## src/rtl/npu_pkg.sv

```systemverilog
// Shared definitions for the NPU host loader: command opcodes, controller
// states, NPU region selects and well-known control word indices.
package npu_pkg;

    typedef enum logic [1:0] {
        OP_WRITE_BLOCK = 2'd0,
        OP_TRIGGER     = 2'd1,
        OP_POLL        = 2'd2,
        OP_RSVD        = 2'd3
    } op_e;

    typedef enum logic [2:0] {
        ST_IDLE,
        ST_WRITE,
        ST_TRIG,
        ST_POLL_RD,
        ST_POLL_WAIT,
        ST_RESP
    } state_e;

    // Region selects (npu_addra[14:12])
    localparam logic [2:0] SEL_WC1  = 3'd1;
    localparam logic [2:0] SEL_WC2  = 3'd2;
    localparam logic [2:0] SEL_FC1  = 3'd3;
    localparam logic [2:0] SEL_FC2  = 3'd4;
    localparam logic [2:0] SEL_CTRL = 3'd5;
    localparam logic [2:0] SEL_IMG  = 3'd6;

    // Control word indices inside SEL_CTRL
    localparam logic [11:0] IDX_START    = 12'd2;
    localparam logic [11:0] IDX_FC1_NEXT = 12'd3;

    // NPU port address: bit 15 is always clear
    function automatic logic [15:0] npu_addr(input logic [2:0] sel, input logic [11:0] idx);
        return {1'b0, sel, idx};
    endfunction

endpackage

```

## src/rtl/npu_host_loader.sv

```systemverilog
// Host-side loader for the NPU memory port: block writes, trigger writes and
// status polling with a one-cycle response pulse.
// Optional feature macro: NPU_LOADER_POLL_EN (status read/poll loop). Without
// it a POLL answers immediately with rsp_data=0, rsp_timeout=1.
module npu_host_loader
    import npu_pkg::*;
#(
    parameter int unsigned POLL_MAX = 1024,
    parameter int unsigned READ_LAT = 1
) (
    input  logic        clk,
    input  logic        rst,
    input  logic        cmd_valid,
    output logic        cmd_ready,
    input  logic [1:0]  cmd_op,
    input  logic [2:0]  cmd_sel,
    input  logic [11:0] cmd_idx,
    input  logic [11:0] cmd_len,
    input  logic        wdata_valid,
    output logic        wdata_ready,
    input  logic [31:0] wdata,
    output logic        npu_ena,
    output logic        npu_wea,
    output logic [15:0] npu_addra,
    output logic [31:0] npu_dina,
    input  logic [31:0] npu_douta,
    output logic        rsp_valid,
    output logic [31:0] rsp_data,
    output logic        rsp_timeout,
    output logic        busy
);

    state_e      state;
    logic [2:0]  sel_q;
    logic [11:0] idx_q;
    logic [11:0] rem_q;
    op_e         op_in;

    assign op_in = op_e'(cmd_op);

`ifdef NPU_LOADER_POLL_EN
    localparam int unsigned PCW = (POLL_MAX > 1) ? $clog2(POLL_MAX) : 1;
    localparam int unsigned WCW = (READ_LAT > 1) ? $clog2(READ_LAT) : 1;
    logic [PCW-1:0] poll_cnt;
    logic [WCW-1:0] wait_cnt;
`else
    logic unused_nopoll;
    assign unused_nopoll = ^{npu_douta, 32'(POLL_MAX), 32'(READ_LAT)};
`endif

    // NPU port and handshakes decode from state; write beats pass straight through.
    // Everything is gated by rst so an abort cannot leak a final access.
    always_comb begin
        cmd_ready   = 1'b0;
        wdata_ready = 1'b0;
        busy        = 1'b0;
        rsp_valid   = 1'b0;
        npu_ena     = 1'b0;
        npu_wea     = 1'b0;
        npu_addra   = '0;
        npu_dina    = '0;
        if (!rst) begin
            cmd_ready = (state == ST_IDLE);
            busy      = (state != ST_IDLE);
            rsp_valid = (state == ST_RESP);
            npu_addra = npu_addr(sel_q, idx_q);
            case (state)
                ST_WRITE: begin
                    wdata_ready = 1'b1;
                    npu_ena     = wdata_valid;
                    npu_wea     = wdata_valid;
                    npu_dina    = wdata;
                end
                ST_TRIG: begin
                    npu_ena = 1'b1;
                    npu_wea = 1'b1;
                end
`ifdef NPU_LOADER_POLL_EN
                ST_POLL_RD: npu_ena = 1'b1;
`endif
                default: ;
            endcase
        end
    end

    // Controller FSM: command capture, beat counting, poll loop and response.
    always_ff @(posedge clk) begin
        if (rst) begin
            state       <= ST_IDLE;
            sel_q       <= '0;
            idx_q       <= '0;
            rem_q       <= '0;
            rsp_data    <= '0;
            rsp_timeout <= 1'b0;
`ifdef NPU_LOADER_POLL_EN
            poll_cnt    <= '0;
            wait_cnt    <= '0;
`endif
        end else begin
            case (state)
                ST_IDLE: begin
                    if (cmd_valid) begin
                        sel_q <= cmd_sel;
                        idx_q <= cmd_idx;
                        rem_q <= cmd_len;
`ifdef NPU_LOADER_POLL_EN
                        poll_cnt <= '0;
`endif
                        case (op_in)
                            OP_WRITE_BLOCK: if (cmd_len != '0) state <= ST_WRITE;
                            OP_TRIGGER:     state <= ST_TRIG;
`ifdef NPU_LOADER_POLL_EN
                            OP_POLL:        state <= ST_POLL_RD;
`else
                            OP_POLL: begin
                                state       <= ST_RESP;
                                rsp_data    <= '0;
                                rsp_timeout <= 1'b1;
                            end
`endif
                            default: ;
                        endcase
                    end
                end
                ST_WRITE: begin
                    if (wdata_valid) begin
                        idx_q <= idx_q + 12'd1;
                        rem_q <= rem_q - 12'd1;
                        if (rem_q == 12'd1) state <= ST_IDLE;
                    end
                end
                ST_TRIG: state <= ST_IDLE;
`ifdef NPU_LOADER_POLL_EN
                ST_POLL_RD: begin
                    wait_cnt <= '0;
                    state    <= ST_POLL_WAIT;
                end
                ST_POLL_WAIT: begin
                    // rsp_data is only loaded on the way into RESP so it holds between responses
                    if (wait_cnt == WCW'(READ_LAT - 1)) begin
                        if (npu_douta[0]) begin
                            rsp_data    <= npu_douta;
                            rsp_timeout <= 1'b0;
                            state       <= ST_RESP;
                        end else if (poll_cnt == PCW'(POLL_MAX - 1)) begin
                            rsp_data    <= npu_douta;
                            rsp_timeout <= 1'b1;
                            state       <= ST_RESP;
                        end else begin
                            poll_cnt <= poll_cnt + PCW'(1);
                            state    <= ST_POLL_RD;
                        end
                    end else begin
                        wait_cnt <= wait_cnt + WCW'(1);
                    end
                end
`endif
                ST_RESP: state <= ST_IDLE;
                default: state <= ST_IDLE;
            endcase
        end
    end

endmodule

```

## config.mk

```make
export PLATFORM = sky130hd
export DESIGN_NAME = npu_host_loader
export DESIGN_NICKNAME = d
export VERILOG_FILES = /design/src/rtl/npu_pkg.sv /design/src/rtl/npu_host_loader.sv
export SDC_FILE = /design/constraint.sdc
export NUM_CORES = 1
export LEC_CHECK = 0
export CAP_MARGIN = 15
export CORE_UTILIZATION = 35
export DETAILED_ROUTE_END_ITERATION = 12
export PLACE_DENSITY = 0.82
export SLEW_MARGIN = 25
export SYNTH_ARGS = -nofsm -noshare
export SYNTH_HDL_FRONTEND = slang
export SYNTH_SLANG_ARGS = --single-unit
```

## constraint.sdc

```tcl
create_clock -name clk -period 1.9 [get_ports clk]
set_clock_uncertainty 0.05 [all_clocks]
set_input_delay 0.19 -clock clk [delete_from_list [all_inputs] [get_ports clk]]
set_output_delay 0.19 -clock clk [all_outputs]
set_load 0.05 [all_outputs]
```

==> results of run 1 <==
-- logic make-up after synthesis --
kind of cell / count (synthesis) / share of synthesized area (%)
other cells: 1 / 0.1499
simple gates: 142 / 32.00
buf+inv: 76 / 17.75
mux: 3 / 1.300
flops: 31 / 24.80
fa+ha+maj: 7 / 3.500
compound gates: 79 / 20.50
-- sequential cells by signal, summed over array words and instances, names as in the netlist --
signal / cells
idx_q: 12
rem_q: 12
sel_q: 3
state: 3
rsp_timeout: 1
-- critical path, stage by stage, from the launching register on --
cell     delay, ns
dfxtp_4       0.37
buf_6         0.14
nor3b_4       0.17
buf_6         0.15
buf_12        0.14
and3_1        0.16
buf_4         0.19
-- cell usage after synthesis (all sizes together), types with 12 or more instances --
cell / number / share of area [%]
dfxtp: 31 / 25
buf: 46 / 13
o21ai: 20 / 4.0
clkbuf: 15 / 2.2
inv: 14 / 2.1
nor2: 19 / 2.9
nand2: 24 / 3.6
nor2b: 13 / 3.3
nor3: 12 / 2.4
and3: 33 / 8.3
a21oi: 25 / 5.0
-- metrics by stage --
stage | power, W | setup slack [ns] | TNS (ns) | cell area, um^2
detailed placement | 0.002010 | -0.02062 | -0.02932 | 3910
finish | 0.002759 | 0.04726 | 0 | 4189
floorplan | 0.001593 | -0.09773 | -0.09773 | 2648
global placement | 0.001982 | 0.002757 | 0 | 3910
global route | 0.002882 | -0.008811 | -0.02209 | 4189
CTS | 0.002738 | 0.01091 | 0 | 4109
-- power by group --
group	internal (W)	switching, W
clock network	0.000424	0.000264
logic	0.000547	0.000729
registers	0.000718	0.0000762
total	0.00169	0.00107
-- layer usage --
layer  routed length [um]  share of wire, %
met1                 3224                39
met2                 4250                52
met5                    0                 0
met4                  121               1.5
met3                  590               7.2
-- worst max path at each step --
stage                        start      endpoint  cells past startpoint
final                     state[1]  npu_dina[19]                      6
after floorplan           state[1]       npu_wea                      4
after detailed placement       rst      idx_q[9]                      5
after CTS                 state[1]  npu_dina[16]                      6
after global routing      state[1]   npu_dina[4]                      6
after global placement         rst      idx_q[9]                      5
-- final cells by class --
type	count	area share [%]
timing repair buffer	143	39.37
multi-input combinational	264	38.62
sequential	31	14.99
tap	96	2.867
clock buffer	6	1.971
inverter	15	1.344
clock inverter	2	0.8363
-- timing repair --
| item | CTS | global route |
|---|---|---|
| hold buffers | 0 | 0 |
| pin swaps | 1 | 0 |
| setup buffers | 2 | 0 |
| gates cloned | 2 | 0 |
| gates resized for setup | 9 | 23 |
| endpoints found under the setup margin | 34 | 39 |
==> metrics.md, run 1 <==
| Metric | Value |
|---|---|
| Placed insts | 545 |
| Io pins | 184 |
| Mapped Cells | ~340 |
| CTS H-tree depth | 2 |
| Critical Path AT | 1.61 ns |
| Register area share after synthesis | 24.80% |
| Most frequent cells in the layout | 65 x clkdlybuf4s50_1, 33 x conb_1, 32 x buf_4 |
| Largest net degree at the start of global routing | 38 |
| Area growth syn-to-layout | 67.40% |
| GR Util met1 | 25.76% |
| Leading cell type in the layout, fill and taps excluded | clkdlybuf4s50_1 |
| Reg2reg end | rem_q[6] |
| Status | finished clean |
| Util after Layout | about three fifths |
| Row cnt | 30 |
| Drt via density | 5.154 |
| Max-slew violations | 0 |
| ANT cells | 0 |
| DRT Wirelength | 8187 um |
| Async SR Flop Fraction | 0% |
| Die X | a little under 90 um |
| Mapped Area | 2502 um^2 |
| Crit. End Element | output port |
| Critical Path RT | between 1.5 and 2 ns |
| CTS tree | yes |
| Slew HR | between 60 and 70% |
| Final non-filler cell total | around 560 |
| Initial antenna violation count | 0 |
| # setup viols final | 0 |
| Worst Hold Depth | 3 |
| Worst slew pin tran | 0.5075 ns |
| Antenna Nets Post-Route | 0 |
| Count of cell types in the netlist | 56 |
| Starting Density | 36.63% |
| Max-cap viol count | 0 |
| Die ar. | 7492 um^2 |
| Period utilisation layout | a little over nine tenths |
| Fin Hold WS | around 0.42 ns |
| Gp weighted congestion | 0.8214 |
| Reg clk slew, reported paths | 0.07 ns |
| HPWL Detailed | a little under 6000 um |
| DRT Pass-1 Iters | 4 |
| Yosys warns | 0 |
| Critical path type | reg -> out |
| First-pass GRT wire length | 12810 um |
| Post-Synthesis Mean Instance Area | 7.382 um^2 |
| Clock sink count | 31 |
| Area of the multi-input gates | 1618 um^2 |
| GR Layer Usage met2 | 38.24% |
| Worst hold path type | in -> reg |
| R2R Path Start | rem_q[0] |
| Ys flop type | dfxtp_1 |
| Number of global-route vias before repair | ~2700 |
| Height of the die | between 80 and 90 um |
| DR WL/cell | 14.70 um |
| Hold EP | sel_q[0] |
| Startpoint types | flip-flop |
| HP Start | cmd_sel[0] |
| EDFF count, synth | 0 |
| Flop-to-flop setup slack | roughly 0.10 ns |
| Most Used Layer, Global Route | met2 |
| Core ar. | 6832 um^2 |
| Port Buffers | 118 |
| Upper clock frequency limit | 0.5397 GHz |
| Final Hold Vio Count | 0 |
| Via count | 2871 |
| Worst R2R Path Depth | 6 |
| First DRT Iteration DRCs | ~190 |
| RSZ-0062 raised after global routing | yes |
| Fillers | 600 |
| NumNets Final | 564 |
| Remaining global-route overflow | 0 |
| Post-synthesis register bit count | 31 |
| M3 GR Usage | under 10% |
| CTS Buf Count | 5 |
| Gr usage total | 21.55% |
| Clk_lat worst skew | 0.28 ns |
| Worst vdd ir | between 0.0003 and 0.0004 V |
| Maximum clock insertion buffer count | 2 |
| Pwr/cell area | ~660 nW/um^2 |
| Register area | 628.1 um^2 |
| Crit path time final | 1.853 ns |
| Crit-path max FO | 18 |
| Root Driver | clkbuf_8 |
| Share of cells above drive strength 1 | 22.99% |
| Leakage dissipation | 1.809 nW |
| DRC viols | 0 |
No activity file was read; power rests on OpenSTA's default activity.
==> run 2, diff against run 1 <==
GPL_TIMING_DRIVEN = 0   (was not set)
==> run 2 against run 1 <==
Compared with the run above: the flow now finishes with violations (setup timing); via count up 9.1%; sequential share of layout area down 1.2 points; sequential cell count unchanged; non-clock buffer count up 45; first-iteration DRC count up 39%.
==> metrics.md, run 2 (synthesis gave the netlist of run 1 again) <==
| Metric | Value |
|---|---|
| Status | finished with violations (was finished clean) |
| Failing checks | setup timing |
| Starting Density | 36.63% (unchanged) |
| Max-slew violations | 0 (unchanged) |
| Post-route setup slack | -0.02082 ns (was 0.04726 ns) |
| DR WL/cell | 15.82 um (was 14.70 um) |
| Maximum clock insertion buffer count | 2 (unchanged) |
| Root Driver | clkbuf_8 (unchanged) |
| Post-DP Area | 3939 um^2 (was 3910 um^2) |
| Max-cap viol count | 0 (unchanged) |
| Leakage dissipation | 2.069 nW (was 1.809 nW) |
| Crit path time final | 1.921 ns (was 1.853 ns) |
| Critical path type | reg -> out (unchanged) |
| Slew HR | 48.51% (was 66.06%) |
| Gp weighted congestion | 0.9853 (was 0.8214) |
| Startpoint types | flip-flop (unchanged) |
| CTS H-tree depth | 2 (unchanged) |
| Die X | 86.56 um (unchanged) |
| Fin Setup TNS | -0.04003 ns (was 0 ns) |
| Final instance area | 4546 um^2 (was 4189 um^2) |
| Crit-path max FO | 10 (was 18) |
| HP Start | rst (was cmd_sel[0]) |
| HPWL Detailed | 6820 um (was 5964 um) |
| Critical Path RT | 1.66 ns (about the same) |
| Clock sink count | 31 (unchanged) |
| CP Cell Sequence | buf_6, or3b_4, buf_6, buf_8, nor2_4, buf_8 (was buf_6, nor3b_4, buf_6, buf_12, and3_1, buf_4) |
| Crit. End Element | output port (unchanged) |
| Upper clock frequency limit | 0.5206 GHz (was 0.5397 GHz) |
| Biggest regs | idx_q: 12 flops, rem_q: 12 flops (unchanged) |
| Worst slew pin tran | 0.7703 ns (was 0.5075 ns) |
| Area growth syn-to-layout | 81.65% (was 67.40%) |
| Worst path max stage delay | 0.39 ns (was 0.37 ns) |
| Critical Path Source | state[1] (unchanged) |
| Remaining global-route overflow | 0 (unchanged) |
| Worst hold path type | in -> reg (unchanged) |
| Final Hold Vio Count | 0 (unchanged) |
| Fin Hold WS | 0.3611 ns (was 0.4200 ns) |
| Number of global-route vias before repair | 2946 (was 2670) |
| RSZ-0062 raised after global routing | yes (unchanged) |
| Core ar. | 6832 um^2 (unchanged) |
| CTS tree | yes (unchanged) |
| DRT Pass-1 Iters | 5 (was 4) |
| Port Buffers | 117 (was 118) |
| Worst vdd ir | 0.0003292 V (was 0.0003718 V) |
| Register area | 626.9 um^2 (was 628.1 um^2) |
| Area of the multi-input gates | 1792 um^2 (was 1618 um^2) |
| Place WS | -0.8253 ns (was -0.02062 ns) |
| Leading cell type in the layout, fill and taps excluded | clkdlybuf4s50_1 (unchanged) |
| Height of the die | 86.56 um (unchanged) |
| Flop-to-flop setup slack | 0.04 ns (was 0.10 ns) |
| Initial antenna violation count | 0 (unchanged) |
| Row cnt | 30 (unchanged) |
| Worst R2R Path Depth | 9 (was 6) |
| R2R Path Start | state[1] (was rem_q[0]) |
| Slowest-stage cell, CP | or3b_4 (was dfxtp_4) |
| CP Buf/Inv Count | 4 (unchanged) |
| # setup viols final | 7 (was 0) |
| First DRT Iteration DRCs | 269 (was 194) |
| Period utilisation layout | 101.1% (was 97.51%) |
| Reg clk slew, reported paths | 0.07 ns (about the same) |
| Clk_lat worst skew | 0.29 ns (was 0.28 ns) |
| Via count | 3133 (was 2871) |
| CTS Buf Count | 5 (unchanged) |
| Die ar. | 7492 um^2 (unchanged) |
| Critical path depth in cells | 6 (unchanged) |
| Hold Buf Count CTS | 0 (unchanged) |
| Critical Path AT | 1.68 ns (was 1.61 ns) |
| Largest net degree at the start of global routing | 11 (was 38) |
| Largest delay contributor family on the critical path | buffers and inverters (unchanged) |
| Gr usage total | 23.59% (was 21.55%) |
| Most frequent cells in the layout | 65 x clkdlybuf4s50_1, 44 x buf_4, 33 x conb_1 (was 65 x clkdlybuf4s50_1, 33 x conb_1, 32 x buf_4) |
| DRT Wirelength | 9508 um (was 8187 um) |
| Io pins | 184 (unchanged) |
| Drt via density | 5.213 (was 5.154) |
| First-pass GRT wire length | 13880 um (was 12810 um) |
| ANT cells | 0 (unchanged) |
| Fillers | 582 (was 600) |
| Antenna Nets Post-Route | 0 (unchanged) |
| Worst Hold Depth | 4 (was 3) |
| Share of cells above drive strength 1 | 31.68% (was 22.99%) |
| Pwr/cell area | 598.2 nW/um^2 (was 658.5 nW/um^2) |
| DRC viols | 0 (unchanged) |
| NumNets Final | 609 (was 564) |
[run 2: per-stage QoR]
step / cells / utilization (%) / total power [W]
3_5_place_dp: 584 / 57.66 / 0.001978
5_1_grt: 601 / 66.54 / 0.002841
6_report: 601 / 66.54 / 0.002719
2_1_floorplan: 371 / - / 0.001593
4_1_cts: 595 / 60.46 / 0.002556
3_3_place_gp: 584 / 57.66 / 0.001957
[run 2: final timing paths]
check                                   end
worst min register to register     sel_q[0]
worst max-delay path            wdata_ready
worst max register to register    rem_q[11]
worst min-delay path               idx_q[6]
[run 2: worst reg2reg max path, stage by stage, from the launching register on]
cell     delay [ns]
dfxtp_2        0.33
buf_6          0.13
or3b_4         0.39
buf_6          0.14
buf_4          0.16
buf_8          0.15
buf_4          0.14
nand2_1        0.06
o31a_1         0.13
o22ai_1        0.07
[run 2: report_power, final]
group / internal [W] / total [W] / switching [W] / leakage [nW]
Combinational: 0.000586 / 0.00138 / 0.000793 / 1.76
Clock: 0.000284 / 0.000532 / 0.000248 / 0.0470
Sequential: 0.000721 / 0.000808 / 0.0000871 / 0.257
Total: 0.00159 / 0.00272 / 0.00113 / 2.07
[run 2: cell type report]
type	count	area share, %
plain buffers	60	10.21
clock buffers	6	1.817
clock inverters	1	0.1101
inverters	15	1.239
multi-input cells	264	39.42
flip-flops and latches	31	13.79
well taps	96	2.642
repair buffers	128	30.77
[run 2: repair_timing]
item	4_1_cts	5_1_grt
buffers inserted	5	2
gates cloned	0	4
resized for setup	271	92
endpoints found under the setup margin	54	63
pin swaps	1	15
[run 2: per-layer routing]
metal	vias to the layer above	global-route usage, %	routed length, um
met4	0	8.636	117
li1	1490	-	-
met5	-	0	0
met3	17	5.714	832
met1	1432	27.02	3546
met2	194	42.42	5012
==> run 3, diff against run 2 <==
CORE_MARGIN = 1.5   (was not set)
==> run 3 against run 2 <==
Compared with the run above: the flow still finishes with violations (setup timing); critical endpoint unchanged; utilization increased by 4.4 points; first-iteration DRC count is 2.6% higher; final cell count rose by 2.5%; die area increased by 2.3%; via count up 5.6%; largest power group unchanged; non-clock buffer count increased by 14.
==> metrics.md, run 3 (synthesis gave the netlist of run 1 again) <==
| Metric | Value |
|---|---|
| Worst hold path type | in -> reg (unchanged) |
| Final Hold Vio Count | 0 (unchanged) |
| GR Layer Usage met2 | 41.61% (was 42.42%) |
| Crit. End Element | output port (unchanged) |
| Io pins | 184 (unchanged) |
| M3 GR Usage | 6.315% (was 5.714%) |
| Place WS | -0.8191 ns (was -0.8253 ns) |
| Crit-path max FO | 4 (was 10) |
| Failing checks | setup timing (unchanged) |
| Most Used Layer, Global Route | met2 (unchanged) |
| Gp weighted congestion | 0.8978 (was 0.9853) |
| ANT cells | 0 (unchanged) |
| NumNets Final | 623 (was 609) |
| # setup viols final | 31 (was 7) |
| Max-slew violations | 0 (unchanged) |
| Worst slew pin tran | 0.7014 ns (was 0.7703 ns) |
| Tot Pwr | 0.002915 W (was 0.002719 W) |
| Starting Density | 36.43% (was 36.63%) |
| Critical Path RT | 1.66 ns (about the same) |
| Flop-to-flop setup slack | 0.01 ns (was 0.04 ns) |
| Max-cap viol count | 0 (unchanged) |
| Reg clk slew, reported paths | 0.07 ns (about the same) |
| Drt via density | 5.373 (was 5.213) |
| Final instance area | 4875 um^2 (was 4546 um^2) |
| Maximum clock insertion buffer count | 2 (unchanged) |
| Clock sink count | 31 (unchanged) |
| Core ar. | 6869 um^2 (was 6832 um^2) |
| Root Driver | clkbuf_8 (unchanged) |
| Period utilisation layout | 104.2% (was 101.1%) |
| Upper clock frequency limit | 0.5053 GHz (was 0.5206 GHz) |
| CTS Buf Count | 5 (unchanged) |
| Fin Hold WS | 0.3809 ns (was 0.3611 ns) |
| DRT Pass-1 Iters | 5 (unchanged) |
| CTS tree | yes (unchanged) |
| Biggest regs | idx_q: 12 flops, rem_q: 12 flops (unchanged) |
| Startpoint types | flip-flop (unchanged) |
| Critical path type | reg -> out (unchanged) |
| Fin Setup TNS | -1.271 ns (was -0.04003 ns) |
| Crit path time final | 1.979 ns (was 1.921 ns) |
| Largest net degree at the start of global routing | 11 (unchanged) |
| Status | finished with violations (unchanged) |
| Area growth syn-to-layout | 94.80% (was 81.65%) |
| Die X | 87.56 um (was 86.56 um) |
| Post-route setup slack | -0.07919 ns (was -0.02082 ns) |
| Remaining global-route overflow | 0 (unchanged) |
| Pwr/cell area | 598.1 nW/um^2 (was 598.2 nW/um^2) |
| Antenna Nets Post-Route | 0 (unchanged) |
| HPWL Detailed | 6710 um (was 6820 um) |
| Port Buffers | 117 (unchanged) |
| CTS H-tree depth | 2 (unchanged) |
| Worst vdd ir | 0.0002967 V (was 0.0003292 V) |
| Initial antenna violation count | 0 (unchanged) |
| DRC viols | 0 (unchanged) |
| Post-DP Area | 3939 um^2 (unchanged) |
| First-pass GRT wire length | 14100 um (was 13880 um) |
| Via count | 3310 (was 3133) |
| Die ar. | 7666 um^2 (was 7492 um^2) |
| GR Util met1 | 27.64% (was 27.02%) |
| Leading cell type in the layout, fill and taps excluded | clkdlybuf4s50_1 (unchanged) |
| RSZ-0062 raised after global routing | yes (unchanged) |
| Most frequent cells in the layout | 66 x clkdlybuf4s50_1, 53 x buf_4, 36 x buf_8 (was 65 x clkdlybuf4s50_1, 44 x buf_4, 33 x conb_1) |
| First DRT Iteration DRCs | 276 (was 269) |
| Leakage dissipation | 2.160 nW (was 2.069 nW) |
| Share of cells above drive strength 1 | 36.92% (was 31.68%) |
| DR WL/cell | 17.18 um (was 15.82 um) |
| Slew HR | 53.24% (was 48.51%) |
| DRT Wirelength | 10580 um (was 9508 um) |
| Height of the die | 87.56 um (was 86.56 um) |
| Number of global-route vias before repair | 2901 (was 2946) |
| Gr usage total | 23.65% (was 23.59%) |
| Row cnt | 30 (unchanged) |
| Critical Path AT | 1.74 ns (was 1.68 ns) |
| Clk_lat worst skew | 0.29 ns (about the same) |
## run 3: cell types whose count changed in the layout (fill, tap and decap cells not counted), moves of 6 or more
cell / previous run / this run
buf_4: 44 / 53
buf_6: 15 / 9
buf_8: 26 / 36
and3_1: 13 / 3
and3_4: 20 / 30
## run 3: path summary, 6_finish.rpt
| check | from | end | cells past startpoint |
|---|---|---|---|
| setup / recovery | state[1] | wdata_ready | 7 |
| hold / removal | rst | idx_q[8] | 4 |
| setup reg to reg | state[1] | rem_q[7] | 9 |
| hold reg to reg | rem_q[9] | rem_q[9] | 2 |
## run 3: per-stage QoR
stage / util, % / cells
final: 70.97 / 616
after CTS: 60.55 / 597
after global placement: 57.34 / 584
after floorplan: - / 371
after detailed placement: 57.34 / 584
after global routing: 70.97 / 616
## run 3: critical path: stages (launching register included)
cell and delay (ns):
dfxtp_2 0.32, buf_6 0.12, buf_6 0.11, or3b_1 0.36, buf_6 0.15, buf_8 0.12, nor2_4 0.09, buf_6 0.16
## run 3: report_power, final
group          total (W)  leakage, nW  internal [W]  switching (W)
Combinational    0.00150         1.85      0.000660       0.000844
Clock           0.000603       0.0515      0.000331       0.000272
Sequential      0.000808        0.257      0.000719      0.0000891
Total            0.00292         2.16       0.00171        0.00121
## run 3: final cells by class
class                      count  area, um^2
clock buffer                   8       100.1
timing repair buffer         142        1587
fill                         518        1994
multi-input combinational    264        1899
inverter                      15       56.30
tap                           96       120.1
buffer                        60       486.7
sequential                    31       625.6
## run 3: routing by layer
layer  share of wire (%)  wire (um)
met2                  51       5410
met1                  35       3708
met3                  11       1130
met4                 3.1        333
met5                   0          0
## run 3: timing repair
| action | 4_1_cts | 5_1_grt |
|---|---|---|
| hold buffers | 0 | 0 |
| hold endpoints to repair | 0 | 0 |
| pin swaps | 3 | 23 |
| endpoints found under the setup margin | 55 | 74 |
| resized for setup | 271 | 137 |
| setup buffers | 6 | 14 |
| cloned | 0 | 5 |
==> RTL edit (settings of run 1) <==
Build with the macro `NPU_LOADER_POLL_EN` defined.
--- a/src/rtl/npu_host_loader.sv
+++ b/src/rtl/npu_host_loader.sv
@@ -2,6 +2,8 @@
 // status polling with a one-cycle response pulse.
 // Optional feature macro: NPU_LOADER_POLL_EN (status read/poll loop). Without
 // it a POLL answers immediately with rsp_data=0, rsp_timeout=1.
+`define NPU_LOADER_POLL_EN
+
 module npu_host_loader
     import npu_pkg::*;
 #(
Check against the original RTL: not equivalent (a bounded check fails within 4 cycles, from zero or initial values and one cycle with rst high).
==> RTL edit against run 1 <==
  * Area after synthesis increased by 55%
  * Sequential cell count grew 42
  * Sequential share of layout area is 6.6 points higher
  * Final cell count increased by 55%
  * The run now ends with negative setup slack left
  * Core utilization up 1.6 points
  * Power grew 96%
  * Final area rose by 62%
  * Register-to-register slack worse by 0.10 ns
  * Highest routed layer unchanged
  * Wire length rose by 57%
  * Worst setup slack got worse by 0.14 ns
  * Clock power rose by 86%
  * Synthesized cell count up 53%
==> RTL edit: results (changes against run 1) <==
Setup path
  • CP peak stage delay: 0.43 ns (was 0.37 ns)
  • Worst Path Max Fanout: 33 (was 18)
  • Worst r2r src: state[0] (was rem_q[0])
  • Arrival time worst endpoint: 1.75 ns (was 1.61 ns)
  • CP max stage cell: or3b_4 (was dfxtp_4)
  • CP Capture Point: npu_dina[10] (was npu_dina[19])
  • R2r worst-path depth: 7 (was 6)
  • Reg2Reg Setup Slack: 0 ns (was 0.10 ns)
  • Top Family by Delay on Critical Path: simple AND/OR/NAND/NOR gates (was buffers and inverters)

Power
  • Clk. pwr: 1.28 mW (was 0.689 mW)
  • Int Pwr: 3.37 mW (was 1.69 mW)
  • Logic pwr share: 43.0% (was 46.2%)
  • Peak supply drop: 0.000409 V (was 0.000372 V)
  • Pleak: 2.55 nW (was 1.81 nW)

STA
  • Setup ws final: -0.0941 ns (was 0.0473 ns)
  • Worst slew margin: 64.7% (was 66.1%)
  • Final setup violation count: 32 (was 0)
  • Worst hold slack: 0.293 ns (was 0.420 ns)

Outcome
  • Outcome: complete, but fails checks (was finished clean)
  • Failing checks: negative setup slack

Global route
  • Maximum number of pins on one net before global-route repair: 40 (was 38)
  • Grt met2 use: 38.9% (was 38.2%)
  • Met3 usage: 5.78% (was 5.05%)
  • Vias in the first global route: 4329 (was 2670)
  • GRT Resource Usage Total: 21.6% (about the same)

Clock network
  • Clock Latency Late Sink: 0.36 ns (was 0.28 ns)
  • Post-CTS setup buffer count: 1 (was 2)

Final layout
  • Share of cells above drive strength 1: 23.3% (was 23.0%)
  • FF+latch area: 1460 µm² (was 628 µm²)
  • Filler Cells Inserted: 875 (was 600)
  • Buffers outside the clock class: 223 (was 143)
  • Seq_cells: 73 (was 31)
  • Data buffer area share: 37.6% (was 39.4%)
  • Multi-input gates: 401 (was 264)
  • Clock buf/inv share: 2.97% (was 2.81%)
  • Largest regs: rsp_data x32, idx_q x12, rem_q x12 (was idx_q x12, rem_q x12)
  • Non-filler cells, final: 861 (was 557)

Place
  • Port Buffers: 182 (was 118)
  • Hpwl dp: 9630 µm (was 5960 µm)
  • Final GP Congestion: 0.857 (was 0.821)

Detailed routing
  • Via count: 4525 (was 2871)
  • Post-Route WL: 12900 µm (was 8190 µm)

Min path
  • WHS Endpoint: idx_q[8] (was sel_q[0])

Floorplan
  • Core area: 10800 µm² (was 6830 µm²)

Yosys
  • Area contributors post-synth: dfxtp_1, nand2_1, a21oi_1 (was dfxtp_1, buf_4, and3_1)
[RTL edit: changes by cell type after synthesis, sizes merged, moves of 7 or more]
cell / delta
a21oi: +34
a22oi: +7
nand2: +70
nor2: +18
buf: -34
dfxtp: +42
clkbuf: +11
and2: +33
nand3: +14
and3: -29
[RTL edit: cells by family after synthesis]
| family | after synthesis | share of synthesized area, % |
|---|---|---|
| AND/OR/NAND/NOR | 257 | 32.9 |
| AO/OA/AOI/OAI | 131 | 20.9 |
| adder cells (fa/ha/maj) | 6 | 1.94 |
| multiplexers | 5 | 1.33 |
| buffers and inverters | 46 | 4.88 |
| XOR/XNOR | 1 | 0.227 |
| other | 1 | 0.0970 |
| flip-flops | 73 | 37.8 |
[RTL edit: worst register-to-register path, cell delays in order, from the launching register on]
cell and delay (ns):
dfxtp_2 0.34, or4b_1 0.59, a41oi_4 0.31, buf_12 0.15, nor2_4 0.05, buf_4 0.15, nor2_1 0.10, nor3_1 0.05
